**config.mk**
```make
export PLATFORM = sky130hd
export DESIGN_NAME = output_mem_reader_flat
export DESIGN_NICKNAME = d
export VERILOG_FILES = /design/src/rtl/output_mem_reader_pkg.sv /design/src/rtl/output_mem_reader_if.sv /design/src/rtl/output_mem_reader_fifo.sv /design/src/rtl/output_mem_reader.sv /design/src/flat_wrapper.sv
export SDC_FILE = /design/constraint.sdc
export NUM_CORES = 1
export LEC_CHECK = 0
export ABC_AREA = 1
export ABC_CLOCK_PERIOD_IN_PS = 2500
export CORE_MARGIN = 3
export CORE_UTILIZATION = 51
export DETAILED_ROUTE_END_ITERATION = 6
export GPL_TIMING_DRIVEN = 0
export PLACE_DENSITY = 0.77
export SLEW_MARGIN = 20
export SYNTH_ARGS = -nofsm -noshare
export SYNTH_HDL_FRONTEND = slang
export SYNTH_SLANG_ARGS = --single-unit
```
**constraint.sdc**
```tcl
create_clock -name clk -period 2.5 [get_ports clk]
set_input_delay 0.75 -clock clk [delete_from_list [all_inputs] [get_ports clk]]
set_output_delay 0.75 -clock clk [all_outputs]
set_load 0.01 [all_outputs]
```
**src/rtl/output_mem_reader_pkg.sv**
```systemverilog
// Shared types and default sizing for the output-memory reader.
// The reader streams a block of words from a synchronous-read memory.
package out_mem_pkg;

    localparam int ADD_SIZE_DEF   = 11;
    localparam int DATA_SIZE_DEF  = 32;
    localparam int FIFO_DEPTH_DEF = 4;

    typedef enum logic [1:0] {
        IDLE  = 2'd0,
        RUN   = 2'd1,
        DRAIN = 2'd2,
        DONE  = 2'd3
    } state_t;

endpackage

```
**src/rtl/output_mem_reader_if.sv**
```systemverilog
// Memory read port plus outgoing valid/ready stream of the output-memory reader.
// "master" is the reader side; "slave" is the memory/downstream side.
interface output_mem_reader_if #(
    parameter int ADD_SIZE  = out_mem_pkg::ADD_SIZE_DEF,
    parameter int DATA_SIZE = out_mem_pkg::DATA_SIZE_DEF
);

    logic                 read_en;
    logic [ADD_SIZE-1:0]  read_address;
    logic [DATA_SIZE-1:0] read_data_out;
    logic                 m_valid;
    logic                 m_ready;
    logic [DATA_SIZE-1:0] m_data;
    logic                 m_last;

    modport master (
        output read_en, read_address, m_valid, m_data, m_last,
        input  read_data_out, m_ready
    );

    modport slave (
        input  read_en, read_address, m_valid, m_data, m_last,
        output read_data_out, m_ready
    );

endinterface

```
**src/rtl/output_mem_reader_fifo.sv**
```systemverilog
// Small synchronous FIFO with occupancy count, used as the reader's output buffer.
// DEPTH must be a power of two so the pointers wrap naturally.
module out_mem_fifo #(
    parameter int WIDTH = 32,
    parameter int DEPTH = 4
) (
    input  logic                     clk,
    input  logic                     rst,
    input  logic                     wr_en,
    input  logic [WIDTH-1:0]         wr_data,
    input  logic                     rd_en,
    output logic [WIDTH-1:0]         rd_data,
    output logic [$clog2(DEPTH):0]   count,
    output logic                     empty
);

    localparam int AW = $clog2(DEPTH);
    localparam logic [AW-1:0] PTR_ONE = 1;
    localparam logic [AW:0]   CNT_ONE = 1;

    logic [WIDTH-1:0] mem_q [DEPTH];
    logic [WIDTH-1:0] mem_d [DEPTH];
    logic [AW-1:0]    wr_ptr_q, wr_ptr_d;
    logic [AW-1:0]    rd_ptr_q, rd_ptr_d;
    logic [AW:0]      count_q, count_d;

    always_comb begin
        mem_d    = mem_q;
        wr_ptr_d = wr_ptr_q;
        rd_ptr_d = rd_ptr_q;
        count_d  = count_q;
        if (wr_en) begin
            mem_d[wr_ptr_q] = wr_data;
            wr_ptr_d        = wr_ptr_q + PTR_ONE;
        end
        if (rd_en) begin
            rd_ptr_d = rd_ptr_q + PTR_ONE;
        end
        // A push and a pop in the same cycle cancel out.
        case ({wr_en, rd_en})
            2'b10:   count_d = count_q + CNT_ONE;
            2'b01:   count_d = count_q - CNT_ONE;
            default: count_d = count_q;
        endcase
    end

    always_ff @(posedge clk or negedge rst) begin
        if (!rst) begin
            for (int i = 0; i < DEPTH; i++) begin
                mem_q[i] <= '0;
            end
            wr_ptr_q <= '0;
            rd_ptr_q <= '0;
            count_q  <= '0;
        end else begin
            mem_q    <= mem_d;
            wr_ptr_q <= wr_ptr_d;
            rd_ptr_q <= rd_ptr_d;
            count_q  <= count_d;
        end
    end

    assign rd_data = mem_q[rd_ptr_q];
    assign count   = count_q;
    assign empty   = (count_q == '0);

endmodule

```
**src/rtl/output_mem_reader.sv**
```systemverilog
// Reads length words starting at base_addr from a one-cycle-latency memory and
// streams them out in order, throttling reads so the buffer can never overflow.
module output_mem_reader
    import out_mem_pkg::*;
#(
    parameter int ADD_SIZE   = ADD_SIZE_DEF,
    parameter int DATA_SIZE  = DATA_SIZE_DEF,
    parameter int FIFO_DEPTH = FIFO_DEPTH_DEF
) (
    input  logic                 clk,
    input  logic                 rst,
    input  logic                 start,
    input  logic [ADD_SIZE-1:0]  base_addr,
    input  logic [ADD_SIZE:0]    length,
    output logic                 busy,
    output logic                 done,
    output_mem_reader_if.master  bus
);

    localparam int CW = $clog2(FIFO_DEPTH) + 1;
    localparam logic [ADD_SIZE-1:0] ADDR_ONE = 1;
    localparam logic [ADD_SIZE:0]   LEN_ONE  = 1;

    state_t                state_q, state_d;
    logic [ADD_SIZE-1:0]   addr_q, addr_d;
    logic [ADD_SIZE:0]     len_q, len_d;
    logic [ADD_SIZE:0]     issued_q, issued_d;
    logic [ADD_SIZE:0]     sent_q, sent_d;
    logic                  in_flight_q, in_flight_d;

    logic [CW-1:0]         fifo_count;
    logic                  fifo_empty;
    logic [DATA_SIZE-1:0]  fifo_data;
    logic [CW:0]           occupancy;
    logic                  issue;
    logic                  pop;
    logic                  last_beat;

    // A read is only issued when its data is guaranteed a free buffer slot.
    assign occupancy = {1'b0, fifo_count} + {{CW{1'b0}}, in_flight_q};
    assign issue     = (state_q == RUN) && (occupancy < (CW+1)'(FIFO_DEPTH));
    assign pop       = !fifo_empty && bus.m_ready;
    assign last_beat = (sent_q == len_q - LEN_ONE);

    always_comb begin
        state_d     = state_q;
        addr_d      = addr_q;
        len_d       = len_q;
        issued_d    = issued_q;
        sent_d      = sent_q;
        in_flight_d = issue;
        if (pop) begin
            sent_d = sent_q + LEN_ONE;
        end
        case (state_q)
            IDLE: begin
                if (start) begin
                    addr_d   = base_addr;
                    len_d    = length;
                    issued_d = '0;
                    sent_d   = '0;
                    state_d  = (length == '0) ? DONE : RUN;
                end
            end
            RUN: begin
                if (issue) begin
                    addr_d   = addr_q + ADDR_ONE;
                    issued_d = issued_q + LEN_ONE;
                    if (issued_q == len_q - LEN_ONE) begin
                        state_d = DRAIN;
                    end
                end
            end
            DRAIN: begin
                if (pop && last_beat) begin
                    state_d = DONE;
                end
            end
            DONE:    state_d = IDLE;
            default: state_d = IDLE;
        endcase
    end

    always_ff @(posedge clk or negedge rst) begin
        if (!rst) begin
            state_q     <= IDLE;
            addr_q      <= '0;
            len_q       <= '0;
            issued_q    <= '0;
            sent_q      <= '0;
            in_flight_q <= 1'b0;
        end else begin
            state_q     <= state_d;
            addr_q      <= addr_d;
            len_q       <= len_d;
            issued_q    <= issued_d;
            sent_q      <= sent_d;
            in_flight_q <= in_flight_d;
        end
    end

    out_mem_fifo #(
        .WIDTH (DATA_SIZE),
        .DEPTH (FIFO_DEPTH)
    ) u_fifo (
        .clk     (clk),
        .rst     (rst),
        .wr_en   (in_flight_q),
        .wr_data (bus.read_data_out),
        .rd_en   (pop),
        .rd_data (fifo_data),
        .count   (fifo_count),
        .empty   (fifo_empty)
    );

    assign bus.read_en      = issue;
    assign bus.read_address = addr_q;
    assign bus.m_valid      = !fifo_empty;
    assign bus.m_data       = fifo_data;
    assign bus.m_last       = !fifo_empty && last_beat;
    assign busy             = (state_q != IDLE);
    assign done             = (state_q == DONE);

endmodule

```
**src/flat_wrapper.sv**
```systemverilog
// flat-port wrapper written by rule: the top's interface ports become plain ports
module output_mem_reader_flat import out_mem_pkg::*;
#(
    parameter int ADD_SIZE   = ADD_SIZE_DEF,
    parameter int DATA_SIZE  = DATA_SIZE_DEF,
    parameter int FIFO_DEPTH = FIFO_DEPTH_DEF
)
  (clk, rst, start, base_addr, length, busy, done, bus_read_en, bus_read_address, bus_m_valid, bus_m_data, bus_m_last, bus_read_data_out, bus_m_ready);
  output_mem_reader_if #(.ADD_SIZE(ADD_SIZE), .DATA_SIZE(DATA_SIZE)) bus_i ();
  input  logic clk;
  input  logic rst;
  input  logic start;
  input  logic [ADD_SIZE-1:0] base_addr;
  input  logic [ADD_SIZE:0] length;
  output logic busy;
  output logic done;
  output wire logic [$bits(bus_i.read_en)-1:0] bus_read_en;
  output wire logic [$bits(bus_i.read_address)-1:0] bus_read_address;
  output wire logic [$bits(bus_i.m_valid)-1:0] bus_m_valid;
  output wire logic [$bits(bus_i.m_data)-1:0] bus_m_data;
  output wire logic [$bits(bus_i.m_last)-1:0] bus_m_last;
  input wire logic [$bits(bus_i.read_data_out)-1:0] bus_read_data_out;
  input wire logic [$bits(bus_i.m_ready)-1:0] bus_m_ready;
  assign bus_read_en = bus_i.read_en;
  assign bus_read_address = bus_i.read_address;
  assign bus_m_valid = bus_i.m_valid;
  assign bus_m_data = bus_i.m_data;
  assign bus_m_last = bus_i.m_last;
  assign bus_i.read_data_out = bus_read_data_out;
  assign bus_i.m_ready = bus_m_ready;
  output_mem_reader #(.ADD_SIZE(ADD_SIZE), .DATA_SIZE(DATA_SIZE), .FIFO_DEPTH(FIFO_DEPTH)) u_core (.clk(clk), .rst(rst), .start(start), .base_addr(base_addr), .length(length), .busy(busy), .done(done), .bus(bus_i));
endmodule
```
### After elaboration in Yosys (flattened, before gate mapping)

Index checks and enable logic that the tools add are counted.
W data, S select, Z words.

* add/subtract/negate cells: 9
* multiply operators: 0
* divide/modulo/power cells: 0
* magnitude comparators: 4
* eq/ne operators: 11
* shift-type cells: 0
* mux-type cells: 22
* bitwise logic cells: 2
* reductions and logical operators: 15

Operators with widths (number)
* $bwmux W128: 1
* $mux W32: 3
* $bmux W32 S2: 1
* $demux W32 S2: 1
* $mux W12: 5
* $add A12 B1 Y12 const B: 2
* $eq A12 B12 Y1: 2
* $pmux W12 S2: 1
* $mux W11: 2
* $pmux W11 S2: 1
* $logic_not A12 Y1: 1
* $sub A12 B1 Y12 const B: 1
* $add A11 B1 Y11 const B: 1
* $mux W2: 5
* $pmux W2 S4: 1
* $eq A2 B2 Y1 const B: 3
* $ge A3 B3 Y1 const B: 2
* $not A2 Y3: 2
* $pmux W3 S2: 1
* $reduce_bool A2 Y1: 3
* $logic_and A1 B1 Y1: 5
* $add A2 B1 Y2 const B: 2
* $add A3 B1 Y4: 1
* $eq A2 B1 Y1 const B: 2
* 12 further kinds: 14

* flip-flop bits (word level): 185
* bits in latches: 0
* memory bits (writable): 0
* bits in read-only memories: 0
* output and inout port bits: 48
* word-level logic and storage cells: 76
* memories kept: 0

### Depth between registers and ports, before layout

* word-level depth: 6
* depth in mapped cells: 17
* depth with buffers taken out: 16

### Modules after synthesis

A second synthesis with hierarchy kept.

* cell total of the unflattened synthesis: 1214
* area total of the unflattened synthesis: 9591.7 sq um

Modules (own cells, without submodules)
* out_mem_fifo: times used 1, cells an instance 729, area each 6173.4 sq um, seq. area each 3378.2 sq um
* output_mem_reader: times used 1, cells an instance 485, area each 3418.3 sq um, seq. area each 1251.2 sq um

### Least setup slack after synthesis

No wires, ideal clock.

* path type: flip-flop to output port
* from: register u_core.len_q[0]
* to: output port bus_m_last
* arrival time: 1797 ps
* required time: 1750 ps
* path slack: -47 ps
* cell stages (with the launch flop): 13
* path buffers: 1
* cell sequence: dfrtp_1 -> inv_2 -> ha_1 -> clkbuf_2 -> nand2_4 -> nor2_4 -> nand2_1 -> nand2_1 -> nand3_1 -> nand2_1 -> nand2_2 -> nor4_1 -> and3_1

* cells in the longest elaborated chain, start to end: 3

RTL lines
* start, declared: RTL line output_mem_reader.sv:26 `logic [ADD_SIZE:0] len_q, len_d;`
* start signal, assigned: RTL line output_mem_reader.sv:95 `len_q <= len_d;`
* $sub A12 B1 Y12: RTL line output_mem_reader.sv:43 `assign last_beat = (sent_q == len_q - LEN_ONE);`
* $eq A12 B12 Y1: RTL line output_mem_reader.sv:43
* $logic_and A1 B1 Y1: RTL line output_mem_reader.sv:120 `assign bus.m_last = !fifo_empty && last_beat;`
* end, declared: RTL line flat_wrapper.sv:21 `output wire logic [$bits(bus_i.m_last)-1:0] bus_m_last;`

No other way between the ends.

### Worst setup path after layout

* from: register u_core.len_q[2]
* to: output port bus_m_last

Same word-level chain as after synthesis.

==> flow_summary.ini <==
[status]
status = finished, violations left
violations = negative setup slack

[yosys]
synth_edf_count = 0
synth-seq-cells = 185
syn-instance-count = 1149
synthDistinctLibCells = 43
yosysSeqAreaShare_pct = 49.9
syn_avg_cell_area_um2 = 8.07
synth_top_area_cell = dfrtp_1
synthDominantCellAreaShare_pct = 49.9
syn-num-nets = 1222
synthMostInstantiatedCell = nand2_1
synth_area_leaders = dfrtp_1 50%, o21ai_0 12%, nand2_1 10%
yosys_warnings = 0
async_reset_ff_share_pct = 100
ys.flop_type = dfrtp_1
synth_area_um2 = 9280
synthTopCellsByCount = 253 x nand2_1, 230 x o21ai_0, 185 x dfrtp_1, 109 x nor2_1, 106 x inv_1

[sta]
slew_headroom_pct = 52.1
setup_ws_ns = -0.514
rsz0062_at_grt = yes
fin_skew_ns = 0.0148
whs_ns = 0.302
finalCriticalPeriod_ns = 3.01
fmax_mhz = 332
setup_viol_count_final = 33
tns_ns = -2.37
period_share_pct = 121
hold_viol = 0
worst_pin_slew_ns = 0.718
final_max_slew_viol_count = 0

[placed_design]
dpl_cell_area_um2 = 10700
routabilityCongestion = 0.857
portBuffers = 106
place_hpwl_um = 16200

[worst_setup_path]
worst-setup-path-type = reg -> out
r2r-end = u_core.state_q[0]$_DFFE_PN0P_
reg2reg_from = u_core.len_q[4]$_DFFE_PN0P_
arrival_ns = 2.26
crit_fanout = 6
crit_path_end_kind = output pin
start_kind = register
r2r_setup_slack_ns = -0.03
crit_required_ns = 1.75
reg2reg_depth = 21

[finish]
area_delta_synth_final_pct = 33.2
antennaDiodeCount = 0
nNetsFinal = 1394
drive_gt1_share_pct = 22.1
final_area_um2 = 12400

[grt]
grt_pass1_wl_um = 41700
antenna_found_initial = 0
gr-total-overflow = 0
grt_use_total_pct = 25.8
grt_max_degree = 96
grt_pass1_vias = 8434

[clock_tree]
clockBufferDepth = 2
cts_sinks = 185
clkSlewWorstSetupHoldPaths_ns = 0.07
cts-buffers-inserted = 17
cts_tree = yes
htree_levels = 4
clk_latency_ns = 0.44
cts-root-buf = clkbuf_16

[floorplan]
start_util_pct = 52.9
die_height_um = 141
fp-row-count = 48
core-area_um2 = 17500
num_io_pins = 107
die_x_um = 141
fp.dieArea_um2 = 19800

[power_and_ir_drop]
p_sw_share_pct = 43.3
leakagePower_nw = 5.82
power_density_nw_per_um2 = 1420
p_comb_share_pct = 52.5
clock_power_share_pct = 15.9
pwr-share-seq_pct = 31.7
switching_power_mw = 7.63
ir_drop_uv = 1130
p_int_mw = 9.98

[drt]
via_count = 8949
wl_um = 27400
first_pass_iters = 6
ant_nets = 0
vias_per_cell = 5.74
drt-initial-drc-count = 810
wl_per_cell_um = 17.6
drc = 0

[job]
maxCapViolCount = 0

[min_path]
min_path_type = in -> async
## stage by stage
stage / utilization, % / total power [mW] / setup WS [ns] / cells
finish: 70.5 / 17.6 / -0.514 / 1559
CTS: 66.4 / 15.8 / -0.626 / 1542
global placement: 60.6 / 12.3 / -7.03 / 1480
global route: 70.5 / 18.7 / -0.673 / 1559
floorplan: - / 9.72 / 0.00476 / 1149
detailed placement: 60.8 / 12.5 / -0.805 / 1481
## cells in the final DEF, fill, tap and decap left out, types with 14 or more instances in the layout
cell type	Yosys	routed
inv_1	106	100
dfrtp_1	185	176
clkdlybuf4s50_1	0	70
o22ai_2	0	20
nor2_1	109	77
o21ai_0	230	197
buf_4	0	30
buf_2	0	31
o21ai_1	0	14
nor2_4	3	27
clkbuf_16	0	23
nor2_2	8	16
clkbuf_1	52	31
nand2_2	13	22
nand3_1	50	46
nand2_1	253	244
buf_6	1	18
## cell type report
cell class	instances	area [µm²]
Timing Repair Buffer	156	1430
Fill cell	1294	5180
Multi-Input combinational cell	798	4600
Inverter	112	432
Clock inverter	11	133
Sequential cell	185	4640
Buffer	51	378
Tap cell	225	282
Clock buffer	21	470
## power by group through the flow
stage                     logic [mW]  clock network [mW]  registers [mW]
after floorplan                 4.59                   0            5.13
after global placement          7.00                   0            5.28
after detailed placement        7.19                   0            5.31
after CTS                       7.71                2.80            5.29
after global routing            10.1                2.93            5.72
final                           9.24                2.79            5.57
## kinds of logic after synthesis
| group | after synthesis | share of synthesized area, % |
|---|---|---|
| simple gates | 477 | 23.1 |
| compound gates | 292 | 16.8 |
| flops | 185 | 49.9 |
| buf+inv | 166 | 6.81 |
| xor+xnor | 15 | 1.42 |
| fa+ha+maj | 14 | 1.97 |
## what timing repair did
action,4_1_cts,5_1_grt
setup endpoints to repair,35,37
setup buffers,28,26
pin swaps,20,43
hold buffers,0,0
cloned,2,4
resized for setup,231,160
## how the worst max path moves through the flow
stage	slack, ns	startpoint	cells past startpoint	to
4_1_cts	-0.63	u_core.len_q[1]$_DFFE_PN0P_	13	bus_m_last
5_1_grt	-0.67	u_core.len_q[2]$_DFFE_PN0P_	11	bus_m_last
3_5_place_dp	-0.80	u_core.u_fifo.rd_ptr_q[0]$_DFFE_PN0P_	7	bus_m_data[21]
2_1_floorplan	0.005	u_core.len_q[0]$_DFFE_PN0P_	12	bus_m_last
6_report	-0.51	u_core.len_q[2]$_DFFE_PN0P_	11	bus_m_last
3_3_place_gp	-7.03	rst	1	u_core.bus.read_address[7]$_DFFE_PN0P_
## routing by layer
| layer | vias to the layer above | part of all wire, % | wire length [µm] | GRT usage [%] |
|---|---|---|---|---|
| met5 | - | 0 | 0 | 0 |
| met4 | 0 | 2.1 | 585 | 7.04 |
| met3 | 60 | 8.5 | 2340 | 6.21 |
| met2 | 440 | 50 | 13600 | 42.4 |
| met1 | 4326 | 40 | 10900 | 34.5 |
| li1 | 4123 | - | - | - |
## registers in the layout, indices dropped and copies added (netlist names)
name                     cells
u_core.bus.read_address     11
u_core.in_flight_q           1
u_core.issued_q             12
u_core.len_q                12
u_core.sent_q               12
u_core.state_q               2
u_core.u_fifo.count          3
u_core.u_fifo.mem_q        128
u_core.u_fifo.rd_ptr_q       2
u_core.u_fifo.wr_ptr_q       2
## critical path, stage by stage (launching register included)
cell and delay (ns):
dfrtp_2 0.49, nor2_4 0.18, nand2_4 0.10, nor2_8 0.14, nand3_2 0.11, nand2_2 0.11, nand2_2 0.05, nand2_2 0.06
nand2_2 0.06, nor4_2 0.19, and3_1 0.21, buf_2 0.14
Note: power is estimated with default switching activity, not from simulation.
